`src/rtl/dmem_pkg.sv`:
```
// rtl/dmem_pkg.sv - shared types and constants for the data-memory arbiter
package dmem_pkg;

    localparam logic [2:0] F3_B  = 3'b000;
    localparam logic [2:0] F3_H  = 3'b001;
    localparam logic [2:0] F3_W  = 3'b010;
    localparam logic [2:0] F3_BU = 3'b100;
    localparam logic [2:0] F3_HU = 3'b101;

    // Captured addresses are held at full requester width; the memory only sees the low bits.
    localparam int REQ_ADDR_W = 32;

    typedef enum logic [1:0] {
        ST_IDLE   = 2'd0,
        ST_ACCESS = 2'd1,
        ST_RESP   = 2'd2
    } state_e;

    typedef enum logic {
        REQ_CORE = 1'b0,
        REQ_DBG  = 1'b1
    } req_id_e;

    typedef struct packed {
        logic                  we;
        logic [2:0]            funct3;
        logic [REQ_ADDR_W-1:0] addr;
        logic [31:0]           wdata;
        logic                  err;
        req_id_e               id;
    } req_t;

endpackage

```
`src/rtl/dmem_access_check.sv`:
```
// rtl/dmem_access_check.sv - combinational funct3/alignment/range validator
module dmem_access_check
    import dmem_pkg::*;
#(
    parameter int DEPTH_BYTES = 128,
    parameter int ADDR_W      = 32
) (
    input  logic              we,
    input  logic [2:0]        funct3,
    input  logic [ADDR_W-1:0] addr,
    output logic              err
);

    localparam logic [ADDR_W:0] DEPTH_L = (ADDR_W+1)'(DEPTH_BYTES);

    logic            f3_ok;
    logic            align_ok;
    logic [1:0]      size_m1;
    logic [ADDR_W:0] last_byte;

    always_comb begin
        f3_ok    = 1'b0;
        align_ok = 1'b1;
        size_m1  = 2'd0;
        case (funct3)
            F3_B:  f3_ok = 1'b1;
            F3_BU: f3_ok = !we;
            F3_H: begin
                f3_ok    = 1'b1;
                size_m1  = 2'd1;
                align_ok = !addr[0];
            end
            F3_HU: begin
                f3_ok    = !we;
                size_m1  = 2'd1;
                align_ok = !addr[0];
            end
            F3_W: begin
                f3_ok    = 1'b1;
                size_m1  = 2'd3;
                align_ok = (addr[1:0] == 2'b00);
            end
            default: f3_ok = 1'b0;
        endcase
        // One extra bit keeps an access near the top of the address space from wrapping into range.
        last_byte = {1'b0, addr} + {{(ADDR_W-1){1'b0}}, size_m1};
        err       = !f3_ok || !align_ok || (last_byte >= DEPTH_L);
    end

endmodule

```
`src/rtl/dmem_arbiter.sv`:
```
// rtl/dmem_arbiter.sv - two-requester arbiter for the single-port data memory
module dmem_arbiter
    import dmem_pkg::*;
#(
    parameter int DEPTH_BYTES = 128,
    parameter int ADDR_W      = 32,
    parameter int RR_MODE     = 1
) (
    input  logic                           clk,
    input  logic                           rst_n,
    input  logic                           c_req,
    input  logic                           c_we,
    input  logic [2:0]                     c_funct3,
    input  logic [ADDR_W-1:0]              c_addr,
    input  logic [31:0]                    c_wdata,
    output logic                           c_gnt,
    output logic                           c_rvalid,
    output logic [31:0]                    c_rdata,
    output logic                           c_err,
    input  logic                           d_req,
    input  logic                           d_we,
    input  logic [2:0]                     d_funct3,
    input  logic [ADDR_W-1:0]              d_addr,
    input  logic [31:0]                    d_wdata,
    output logic                           d_gnt,
    output logic                           d_rvalid,
    output logic [31:0]                    d_rdata,
    output logic                           d_err,
    output logic                           m_en,
    output logic                           m_we,
    output logic [2:0]                     m_funct3,
    output logic [$clog2(DEPTH_BYTES)-1:0] m_addr,
    output logic [31:0]                    m_wdata,
    input  logic [31:0]                    m_rdata
);

    localparam int MEM_AW = $clog2(DEPTH_BYTES);

    state_e            state_q, state_d;
    req_id_e           last_grant_q, last_grant_d;
    req_t              req_q, req_d;
    logic              m_en_q, m_en_d;
    logic              m_we_q, m_we_d;

    logic              any_req;
    req_id_e           win_id;
    logic              win_we;
    logic [2:0]        win_f3;
    logic [ADDR_W-1:0] win_addr;
    logic [31:0]       win_wdata;
    logic              win_err;
    logic              gnt;
    logic              resp;
    logic [31:0]       rsp_rdata;
    logic              unused_addr_bits;

    always_comb begin
        any_req = c_req || d_req;
        if (c_req && d_req) begin
            win_id = ((RR_MODE != 0) && (last_grant_q == REQ_CORE)) ? REQ_DBG : REQ_CORE;
        end else if (d_req) begin
            win_id = REQ_DBG;
        end else begin
            win_id = REQ_CORE;
        end
        win_we    = (win_id == REQ_DBG) ? d_we     : c_we;
        win_f3    = (win_id == REQ_DBG) ? d_funct3 : c_funct3;
        win_addr  = (win_id == REQ_DBG) ? d_addr   : c_addr;
        win_wdata = (win_id == REQ_DBG) ? d_wdata  : c_wdata;
    end

    dmem_access_check #(
        .DEPTH_BYTES(DEPTH_BYTES),
        .ADDR_W     (ADDR_W)
    ) u_check (
        .we    (win_we),
        .funct3(win_f3),
        .addr  (win_addr),
        .err   (win_err)
    );

    always_ff @(posedge clk or negedge rst_n) begin
        if (!rst_n) begin
            state_q      <= ST_IDLE;
            last_grant_q <= REQ_DBG;
            req_q        <= '0;
            m_en_q       <= 1'b0;
            m_we_q       <= 1'b0;
        end else begin
            state_q      <= state_d;
            last_grant_q <= last_grant_d;
            req_q        <= req_d;
            m_en_q       <= m_en_d;
            m_we_q       <= m_we_d;
        end
    end

    always_comb begin
        state_d      = state_q;
        last_grant_d = last_grant_q;
        req_d        = req_q;
        m_en_d       = 1'b0;
        m_we_d       = 1'b0;
        case (state_q)
            ST_IDLE: begin
                if (any_req) begin
                    state_d      = ST_ACCESS;
                    last_grant_d = win_id;
                    req_d        = '{we: win_we, funct3: win_f3, addr: REQ_ADDR_W'(win_addr),
                                     wdata: win_wdata, err: win_err, id: win_id};
                    // A failed check keeps the strobe low so memory is never touched.
                    m_en_d       = !win_err;
                    m_we_d       = !win_err && win_we;
                end
            end
            ST_ACCESS: state_d = ST_RESP;
            ST_RESP:   state_d = ST_IDLE;
            default:   state_d = ST_IDLE;
        endcase
    end

    always_comb begin
        gnt       = rst_n && (state_q == ST_IDLE) && any_req;
        c_gnt     = gnt && (win_id == REQ_CORE);
        d_gnt     = gnt && (win_id == REQ_DBG);
        resp      = (state_q == ST_RESP);
        rsp_rdata = (!req_q.err && !req_q.we) ? m_rdata : 32'h0;
        c_rvalid  = resp && (req_q.id == REQ_CORE);
        d_rvalid  = resp && (req_q.id == REQ_DBG);
        c_err     = c_rvalid && req_q.err;
        d_err     = d_rvalid && req_q.err;
        c_rdata   = c_rvalid ? rsp_rdata : 32'h0;
        d_rdata   = d_rvalid ? rsp_rdata : 32'h0;
    end

    assign m_en     = m_en_q;
    assign m_we     = m_we_q;
    assign m_funct3 = req_q.funct3;
    assign m_addr   = req_q.addr[MEM_AW-1:0];
    assign m_wdata  = req_q.wdata;

    assign unused_addr_bits = ^req_q.addr[REQ_ADDR_W-1:MEM_AW];

endmodule

```
`config.mk`:
```
export PLATFORM = sky130hd
export DESIGN_NAME = dmem_arbiter
export DESIGN_NICKNAME = d
export VERILOG_FILES = /design/src/rtl/dmem_pkg.sv /design/src/rtl/dmem_access_check.sv /design/src/rtl/dmem_arbiter.sv
export SDC_FILE = /design/constraint.sdc
export NUM_CORES = 1
export LEC_CHECK = 0
export ABC_AREA = 1
export CAP_MARGIN = 30
export CORE_MARGIN = 8
export CORE_UTILIZATION = 37
export CTS_CLUSTER_DIAMETER = 40
export DETAILED_ROUTE_END_ITERATION = 6
export PLACE_DENSITY = 0.79
export SLEW_MARGIN = 20
export SYNTH_ARGS = -nofsm -noshare
export SYNTH_HDL_FRONTEND = slang
export SYNTH_SLANG_ARGS = --single-unit
```
`constraint.sdc`:
```
create_clock -name clk -period 2.8 [get_ports clk]
set_clock_uncertainty 0.2 [all_clocks]
set_input_delay 0.56 -clock clk [delete_from_list [all_inputs] [get_ports clk]]
set_output_delay 0.56 -clock clk [all_outputs]
set_load 0.1 [all_outputs]
```
== Word-level counts from Yosys, hierarchy flattened ==
Cells that the tools add are included.
Word-level totals
  register bits after elaboration: 50
  bits of input ports: 172
  output and inout bits: 114
  word-level logic and storage cells: 68
Cells by class
  add/subtract/negate cells: 1
  magnitude comparators: 1
  eq/ne operators: 7
  muxes and demuxes: 19
  bitwise logic cells: 2
  reductions and logical operators: 28
Operator list (count)
  $mux 32: 5
  $add 32x2->33: 1
  $ge 33x8->1 const B: 1
  $logic_and 1x1->1: 11
  $mux 1: 8
  $pmux 2 s2: 2
  $logic_not 1->1: 7
  $eq 3x3->1 const B: 2
  $logic_not 2->1: 2
  $pmux 1 s2: 2
  $reduce_or 2->1: 2
  $eq 3x1->1 const B: 1
  $eq 3x2->1 const B: 1
  $logic_not 3->1: 1
  $logic_or 1x1->1: 3
  $mux 3: 1
  $reduce_or 3->1: 1
  $eq 2x1->1 const B: 1
  $eq 2x2->1 const B: 1
  $mux 2: 1
  $ne 2x2->1 const B: 1
  $not 1->1: 2
  $reduce_and 2->1: 1

== Logic depth before layout (Yosys ltp) ==
Gate-level depths: netlist of the first run.
  word-level depth: 13
  gate-level depth with buffers: 25
  depth with buffers taken out: 23

== Cells and area by module ==
A second synthesis of the first run with hierarchy kept.
Unflattened totals
  cells, all modules: 851
  area total of the unflattened synthesis: 5022.3 um^2
Modules (own cells, without submodules)
  dmem_arbiter: instances 1, cells an instance 603, area an instance 3885.0 um^2, sequential area each 1252.5 um^2
  dmem_access_check: instances 1, cells an instance 248, area an instance 1137.3 um^2, sequential area each 0.0 um^2

== Worst setup path before layout of the first run ==
No wires, ideal clock.
  path kind: flip-flop to output port
  start: reg state_q[0]
  end: out c_rdata[22]
  arrival: 5.245 ns
  data required time: 2.040 ns
  path slack: -3.205 ns
  stages on the path, launching flop included: 5
  buffers on the path: 1
  cells stage by stage: dfrtp_1 -> nor3_1 -> inv_1 -> clkbuf_1 -> nor3_1
On the way
  cells in the longest elaborated chain, start to end: 3
RTL lines
  start: declaration: RTL line dmem_arbiter.sv:39  | state_e state_q, state_d;
  start signal: assignment: RTL line dmem_arbiter.sv:90  | state_q <= state_d;
  $eq 2x2->1: RTL line dmem_arbiter.sv:126  | resp = (state_q == ST_RESP);
  $logic_and 1x1->1: RTL line dmem_arbiter.sv:128  | c_rvalid = resp && (req_q.id == REQ_CORE);
  via c_rvalid: RTL line dmem_arbiter.sv:17  | output logic c_rvalid,
  $mux 32: RTL line dmem_arbiter.sv:132  | c_rdata = c_rvalid ? rsp_rdata : 32'h0;
  end: declaration: RTL line dmem_arbiter.sv:18  | output logic [31:0] c_rdata,
The timed path passes the listed nets, and every way through them passes these cells.

== Worst setup path after layout of the first run ==
  start: reg last_grant_q
  end: reg req_q[1] in the netlist's numbering
On the way
  cells in the longest elaborated chain, start to end: 9
  elaborated cells on any way between the ends: 25
  those cells by class: add/sub (1); order compare (1); eq/ne (4); mux (8); reduce/logical (11)
RTL lines
  start: declaration: RTL line dmem_arbiter.sv:40  | req_id_e last_grant_q, last_grant_d;
  start signal: assignment: RTL line dmem_arbiter.sv:91  | last_grant_q <= last_grant_d;
  $mux 1 *: RTL line dmem_arbiter.sv:60  | win_id = ((RR_MODE != 0) && (last_grant_q == REQ_CORE)) ? REQ_DBG : REQ_CORE;
  $mux 1 *: RTL line dmem_arbiter.sv:59  | if (c_req && d_req) begin
  $mux 3: RTL line dmem_arbiter.sv:67  | win_f3 = (win_id == REQ_DBG) ? d_funct3 : c_funct3;
  $eq 3x1->1 (tied with other cells): RTL line dmem_access_check.sv:25  | case (funct3)
  $reduce_or 2->1 (no source line) or $reduce_or 3->1 (tied branches)
  $pmux 2 s2 or $pmux 1 s2 (tied branches): RTL line dmem_access_check.sv:25
  $add 32x2->33 or $logic_not 1->1 (tied branches): RTL line dmem_access_check.sv:46, dmem_access_check.sv:47
  $ge 33x8->1 or $logic_or 1x1->1 (tied branches): RTL line dmem_access_check.sv:47  | err = !f3_ok || !align_ok || (last_byte >= DEPTH_L);
  $logic_or 1x1->1 *: RTL line dmem_access_check.sv:47
  end signal: assignment: RTL line dmem_arbiter.sv:92  | req_q <= req_d;
  end: declaration: RTL line dmem_arbiter.sv:41  | req_t req_q, req_d;
Every way passes the cells marked *; elsewhere a longest branch is shown, timed or not.
A chain may end at the register's enable or synchronous reset.

==> metrics.md, run 1 <==
| Metric | Value |
|---|---|
| FFs w/ async S/R, synth | 100.0% |
| Via count | 7434 |
| Post-synth net total | 1137 |
| Hold Crit Start | state_q[1] |
| Mapped cell area | 5547 um2 |
| Diode count | 0 |
| Register area share after synthesis | between 20% and 30% |
| Die W | 138.4 um |
| Hold Crit Class | register to register |
| Sink count of the clock tree | 50 |
| Wire length of the first global-routing pass | 41480 um |
| Initial DRC count | 515 |
| Crit Reg-Reg Endpoint | req_q[1] |
| Layout area overhead | 95.22% |
| CTS buffer count | 5 |
| Fin util | 74.22% |
| Vias in the first global route | between 7000 and 8000 |
| Core area | 14590 um2 |
| Crit path from | last_grant_q |
| Top FF cell, synth | dfrtp_1 |
| Finish-stage setup viols | 3 |
| Max transition margin | 40.02% |
| Commonest cells post-synth | nand2_1, nor2_1, inv_1 |
| Final antenna-violating net count | 0 |
| Pwr per Cell Area | 819.5 nW/um2 |
| Maximum clock frequency | 0.3082 GHz |
| Placed cells | 1465 |
| Top-level port count | between 200 and 300 |
| Top cells by area, synth | dfrtp_1, nand2_1, o21ai_0 |
| CP Data Arrival Time | 3.23 ns |
| WL met1 | 10650 um |
| DRT Pass-1 Iters | 5 |
| Synthesized area per cell | 5.766 um2 |
| PnR worst setup slack | -0.4442 ns |
| VDD IR-drop max | between 0.0006 and 0.0007 V |
| Drt via density | 4.996 |
| Status | finished with violations |
| Mapped Cells | 962 |
| # hold bufs at CTS | 0 |
| Share of layout cells above drive strength 1 | about a third |
| Non-filler cells, final | 1488 |
| Fillers | 1122 |
| Nets | 1478 |
| Htree depth | 2 |
| Metal3 WL | 1542 um |
| Netlist cell types | 33 |
| CTS tree | done |
| Largest net degree at the start of global routing | between 60 and 70 |
| Total of warnings raised by yosys | 0 |
| Violated checks | negative setup slack |
| Met2 WL | roughly 14000 um |
| IO buf count | about 290 |
| Worst Tran Pin Value | between 0.8 and 0.9 ns |
| Post-DP HPWL | ~22000 um |
| Skew-Pair Late Insertion Delay | 0.29 ns |
| Grt ovf | 0 |
| Root Driver | clkbuf_16 |
| Final Cell Area | 10830 um2 |
| Final Wtd Congestion | about 0.95 |
| Synth top area share | 22.11% |
| Die area | 19160 um2 |
| Worst R2R Start | last_grant_q |
| Post-synth EDFFs | 0 |
| Total GRT Usage | 26.47% |
| Residual DRC | 0 |
| DP Worst Slack | -0.9403 ns |
| TNS Setup | -1.199 ns |
| Final period util | 115.9% |
| Count leader, synth | nand2_1 |
| Worst R2R Setup Slack | -0.44 ns |
| Pleak | 5.121 nW |
| Die Height | 138.4 um |
| Crit path max fanout | 8 |
| Min Tclk post-route | between 3 and 4 ns |
| Row count | 44 |
| DP Area | 10400 um2 |
| Max cap viols | 0 |
| Critical path capture point type | register |
| RSZ-0062 raised after global routing | yes |
| Initial Utilization | 38.02% |
| Drt wl/cell | 17.71 um |
| Synthesized flop and latch total | 50 |
| DR top layer | met4 |
| Synth area leader | dfrtp_1 |
| CTS clk-pin slew, worst paths | roughly 0.07 ns |
| Initial antenna violation count | 0 |
| Slew Limit Fails | 0 |
| Routed WL | 26360 um |
| R2R depth | 22 |
| CP required | 2.79 ns |
| CTS Buffer Depth | 2 |
| Crit path to | req_q[1] |
| Final hold violation count | 0 |
| Startpoint class of the critical path | register |
| WS Path Type | register to register |
[worst max-delay path: stages, from the launching register on]
cell and delay [ns]:
dfstp_2 0.59, nand2_8 0.10, nand2_8 0.09, nand2_1 0.09
nand2_1 0.10, nand2_2 0.10, nand2_4 0.09, ha_4 0.15
fa_2 0.27, nand2_2 0.09, nor2_4 0.26, buf_4 0.17
nand3_2 0.09, nor2_1 0.11, nand2_1 0.06, nand2_1 0.08
nand3_1 0.07, nor2_1 0.12, nand2_1 0.07, nor2_1 0.08
nand2_1 0.06, nand2_1 0.05, nand2_1 0.05
[cell type report]
cell class	instances	area, um2	share of cell area, %
repair buffers	420	4476	41.33
multi-input cells	725	4329	39.98
flip-flops and latches	50	1254	11.58
inverters	101	385.4	3.559
well taps	184	230.2	2.126
clock buffers	5	125.1	1.156
clock inverters	3	28.78	0.2658
[placed cells by master (no fill, tap or decap), types with 8 or more instances in the layout]
cell / Yosys / final
buf_4: 44 / 173
buf_12: 0 / 71
nor2_2: 15 / 17
nor2_1: 108 / 99
nand3b_1: 21 / 21
nand3_1: 76 / 72
nand4_1: 8 / 8
clkdlybuf4s50_1: 0 / 162
nor2_4: 8 / 15
o21ai_0: 83 / 81
nand2_1: 296 / 280
inv_1: 99 / 93
dfrtp_1: 49 / 48
nor3_4: 0 / 67
nand2_2: 23 / 37
[how the worst min path moves through the flow]
stage	end	slack [ns]	cells after the start
2_1_floorplan	m_addr[0]	0.06	0
3_3_place_gp	state_q[1]	0.24	1
6_report	state_q[1]	0.25	1
3_5_place_dp	state_q[1]	0.24	1
4_1_cts	state_q[1]	0.25	1
5_1_grt	state_q[1]	0.29	1
[metrics by stage]
step	hold slack, ns	total power [mW]
finish	0.2490	8.873
global route	0.2850	9.297
CTS	0.2524	8.857
detailed placement	0.2424	8.131
global placement	0.2398	8.046
floorplan	0.06441	6.691
[sequential cells by signal, summed over array words and instances (netlist names)]
register and flops:
m_wdata 32, m_addr 7, m_funct3 3, req_q 3, state_q 2, last_grant_q 1
m_en 1, m_we 1
[timing repair]
item | CTS | global route
gates resized for setup | 34 | 17
pin swaps | 18 | 21
cloned | 1 | 0
endpoints found under the setup margin | 5 | 5
buffers inserted | 11 | 3
[report_power, final]
part	switching [mW]	internal, mW
combinational	5.13	1.78
clock	0.313	0.342
sequential	0.217	1.08
total	5.66	3.21
[cells by family (layout without fill, tap and decap cells)]
kind of cell / after synthesis / count (layout) / share of synthesized area [%]
simple gates: 630 / 631 / 51.34
buf+inv: 188 / 529 / 16.99
compound gates: 91 / 91 / 8.279
flops: 50 / 50 / 22.58
fa+ha+maj: 3 / 3 / 0.8120
[routing by layer]
layer	GRT usage (%)	vias up
met5	0	-
met4	4.062	0
met3	4.555	27
met2	48.70	291
met1	31.83	3411
li1	-	3705
Power figures use the tool's default switching activity.
==> run 2, diff against run 1 <==
- PLACE_DENSITY: 0.79 -> 0.76
==> run 2 against run 1 <==
The flow still finishes with violations (negative setup slack). Combinational power is 2% higher. Clock power hardly changed. Final cell count is 1.0% higher. Global-route usage is 0.37 points lower. Die area stayed put. Sequential power hardly changed. Highest routed layer unchanged. Routed wire length is 0.20% higher. Largest power group unchanged. Clock-buffer cell count stayed put. Non-clock buffer count is 11 higher. Total power is 1.3% higher. Cell area is 1.4% higher. Register-to-register slack better by 0.11 ns.
==> metrics.md, run 2 (synthesized netlist as in run 1, its figures left out) <==
| Metric | Value |
|---|---|
| Final period util | 111.9% |
| Die W | 138.4 um |
| Min Tclk post-route | 3.134 ns |
| WS Path Type | register to register |
| Layout area overhead | 97.97% |
| VDD IR-drop max | 0.0006516 V |
| Wire length of the first global-routing pass | ~41000 um |
| Final Wtd Congestion | 0.9945 |
| WHS | 0.2338 ns |
| Area of the multi-input gates | 4349 um2 |
| TNS Setup | -0.9636 ns |
| Fillers | 1109 |
| Routed WL | 26410 um |
| Most common cell after layout, fill and taps aside | nand2_1 |
| Share of layout cells above drive strength 1 | 34.12% |
| Register area | 1254 um2 |
| Residual DRC | 0 |
| CP bufs+invs | 2 |
| CTS tree | done |
| PnR worst setup slack | -0.3345 ns |
| Hold Crit Class | input pin to async pin |
| Largest net degree at the start of global routing | 51 |
| CP required | between 2 and 3 ns |
| Die Height | 138.4 um |
| Htree depth | 2 |
| Drt wl/cell | roughly 18 um |
| Via count | 7581 |
| Post-DP HPWL | ~22000 um |
| Row count | between 40 and 50 |
| Initial DRC count | about 570 |
| CP Data Arrival Time | 3.12 ns |
| Delay-heaviest family, CP | simple AND/OR/NAND/NOR gates |
| CTS buffer count | 5 |
| Worst Tran Pin Value | 0.6643 ns |
| Skew-Pair Late Insertion Delay | between 0.2 and 0.3 ns |
| Final antenna-violating net count | 0 |
| CTS clk-pin slew, worst paths | about 0.08 ns |
| Initial Utilization | 38.02% |
| Leading cell types in the layout, fill and taps excluded | nand2_1, buf_4, clkdlybuf4s50_1 |
| Slowest stage delay, CP | a little over 0.6 ns |
| Total GRT Usage | 26.09% |
| CTS Buffer Depth | 2 |
| Grt ovf | 0 |
| Final hold violation count | 0 |
| Die area | 19160 um2 |
| # hold bufs at CTS | 0 |
| Sink count of the clock tree | 50 |
| Nets | 1490 |
| RSZ-0062 raised after global routing | yes |
| Pwr per Cell Area | approximately 800 nW/um2 |
| Max reg flops | 32 |
| Drt via density | 5.044 |
| Finish-stage setup viols | 3 |
| Startpoint class of the critical path | register |
| Critical path capture point type | register |
| DRT Pass-1 Iters | 5 |
| Root Driver | clkbuf_16 |
| Maximum clock frequency | around 0.32 GHz |
| Status | finished with violations |
| Slew Limit Fails | 0 |
| Max transition margin | a little under three fifths |
| Top-level port count | roughly 290 |
| Vias in the first global route | ~7400 |
| Crit-path cells | nand2_8 > nand3b_1 > nand2_4 > nand3_4 > nand2_4 > ha_4 > fa_2 > nand2_2 > nor2_4 > buf_4 > buf_4 > nand2_1 > nand4_1 > nor2_2 > nand3_1 > nand2_1 > nor2_2 > nand3_2 > nor2_1 |
| Core area | ~15000 um2 |
| Initial antenna violation count | 3 |
| Violated checks | negative setup slack |
| Max cap viols | 0 |
| IO buf count | 285 |
| Crit path max fanout | 8 |
| Pleak | 5.199 nW |
| Crit-path slowest cell | dfstp_2 |
==> run 2: final timing paths <==
kind	slack, ns	cells past startpoint	to	start
hold reg to reg	0.27	1	state_q[1]	state_q[1]
min in group clk	0.27	1	state_q[1]	state_q[1]
hold / removal	0.23	2	m_wdata[11]	rst_n
setup / recovery	-0.33	19	m_en	last_grant_q
setup reg to reg	-0.33	19	m_en	last_grant_q
max in group asynchronous	1.67	2	state_q[0]	rst_n
==> run 2: area by class of cell <==
class / instances / area share [%]
multi-input cells: 726 / 39.61
repair buffers: 431 / 41.88
inverters: 101 / 3.532
flip-flops and latches: 50 / 11.42
diodes: 3 / 0.06837
clock inverters: 3 / 0.2621
well taps: 184 / 2.097
clock buffers: 5 / 1.139
==> run 2: per-layer routing <==
metal	GRT usage (%)	share of wire [%]	up-vias
met2	44.63	49	307
met4	10.93	4.2	0
met1	30.93	40	3485
li1	-	-	3728
met5	0	0	-
met3	5.616	6.9	61
==> run 2: metrics by stage <==
| step | cell area (um2) | utilization [%] | setup WS, ns | power (mW) | instances |
|---|---|---|---|---|---|
| 3_3_place_gp | 10500 | 71.99 | -0.8175 | 8.112 | 1475 |
| 4_1_cts | 10850 | 74.34 | -0.2136 | 8.929 | 1496 |
| 2_1_floorplan | 6520 | - | -0.5168 | 6.691 | 962 |
| 5_1_grt | 10980 | 75.27 | -0.5007 | 9.399 | 1503 |
| 6_report | 10980 | 75.27 | -0.3345 | 8.991 | 1503 |
| 3_5_place_dp | 10500 | 71.99 | -0.9434 | 8.193 | 1475 |
==> run 2: power breakdown <==
group	internal [mW]	switching [mW]	total, mW
clock	0.342	0.312	0.654
sequential	1.08	0.227	1.31
combinational	1.87	5.15	7.03
total	3.30	5.69	8.99
==> run 2: repair_timing <==
action,CTS,global route
gates resized for setup,41,26
endpoints found under the hold margin,0,0
pin swaps,19,11
cloned,2,1
setup endpoints to repair,5,4
setup buffers,11,3
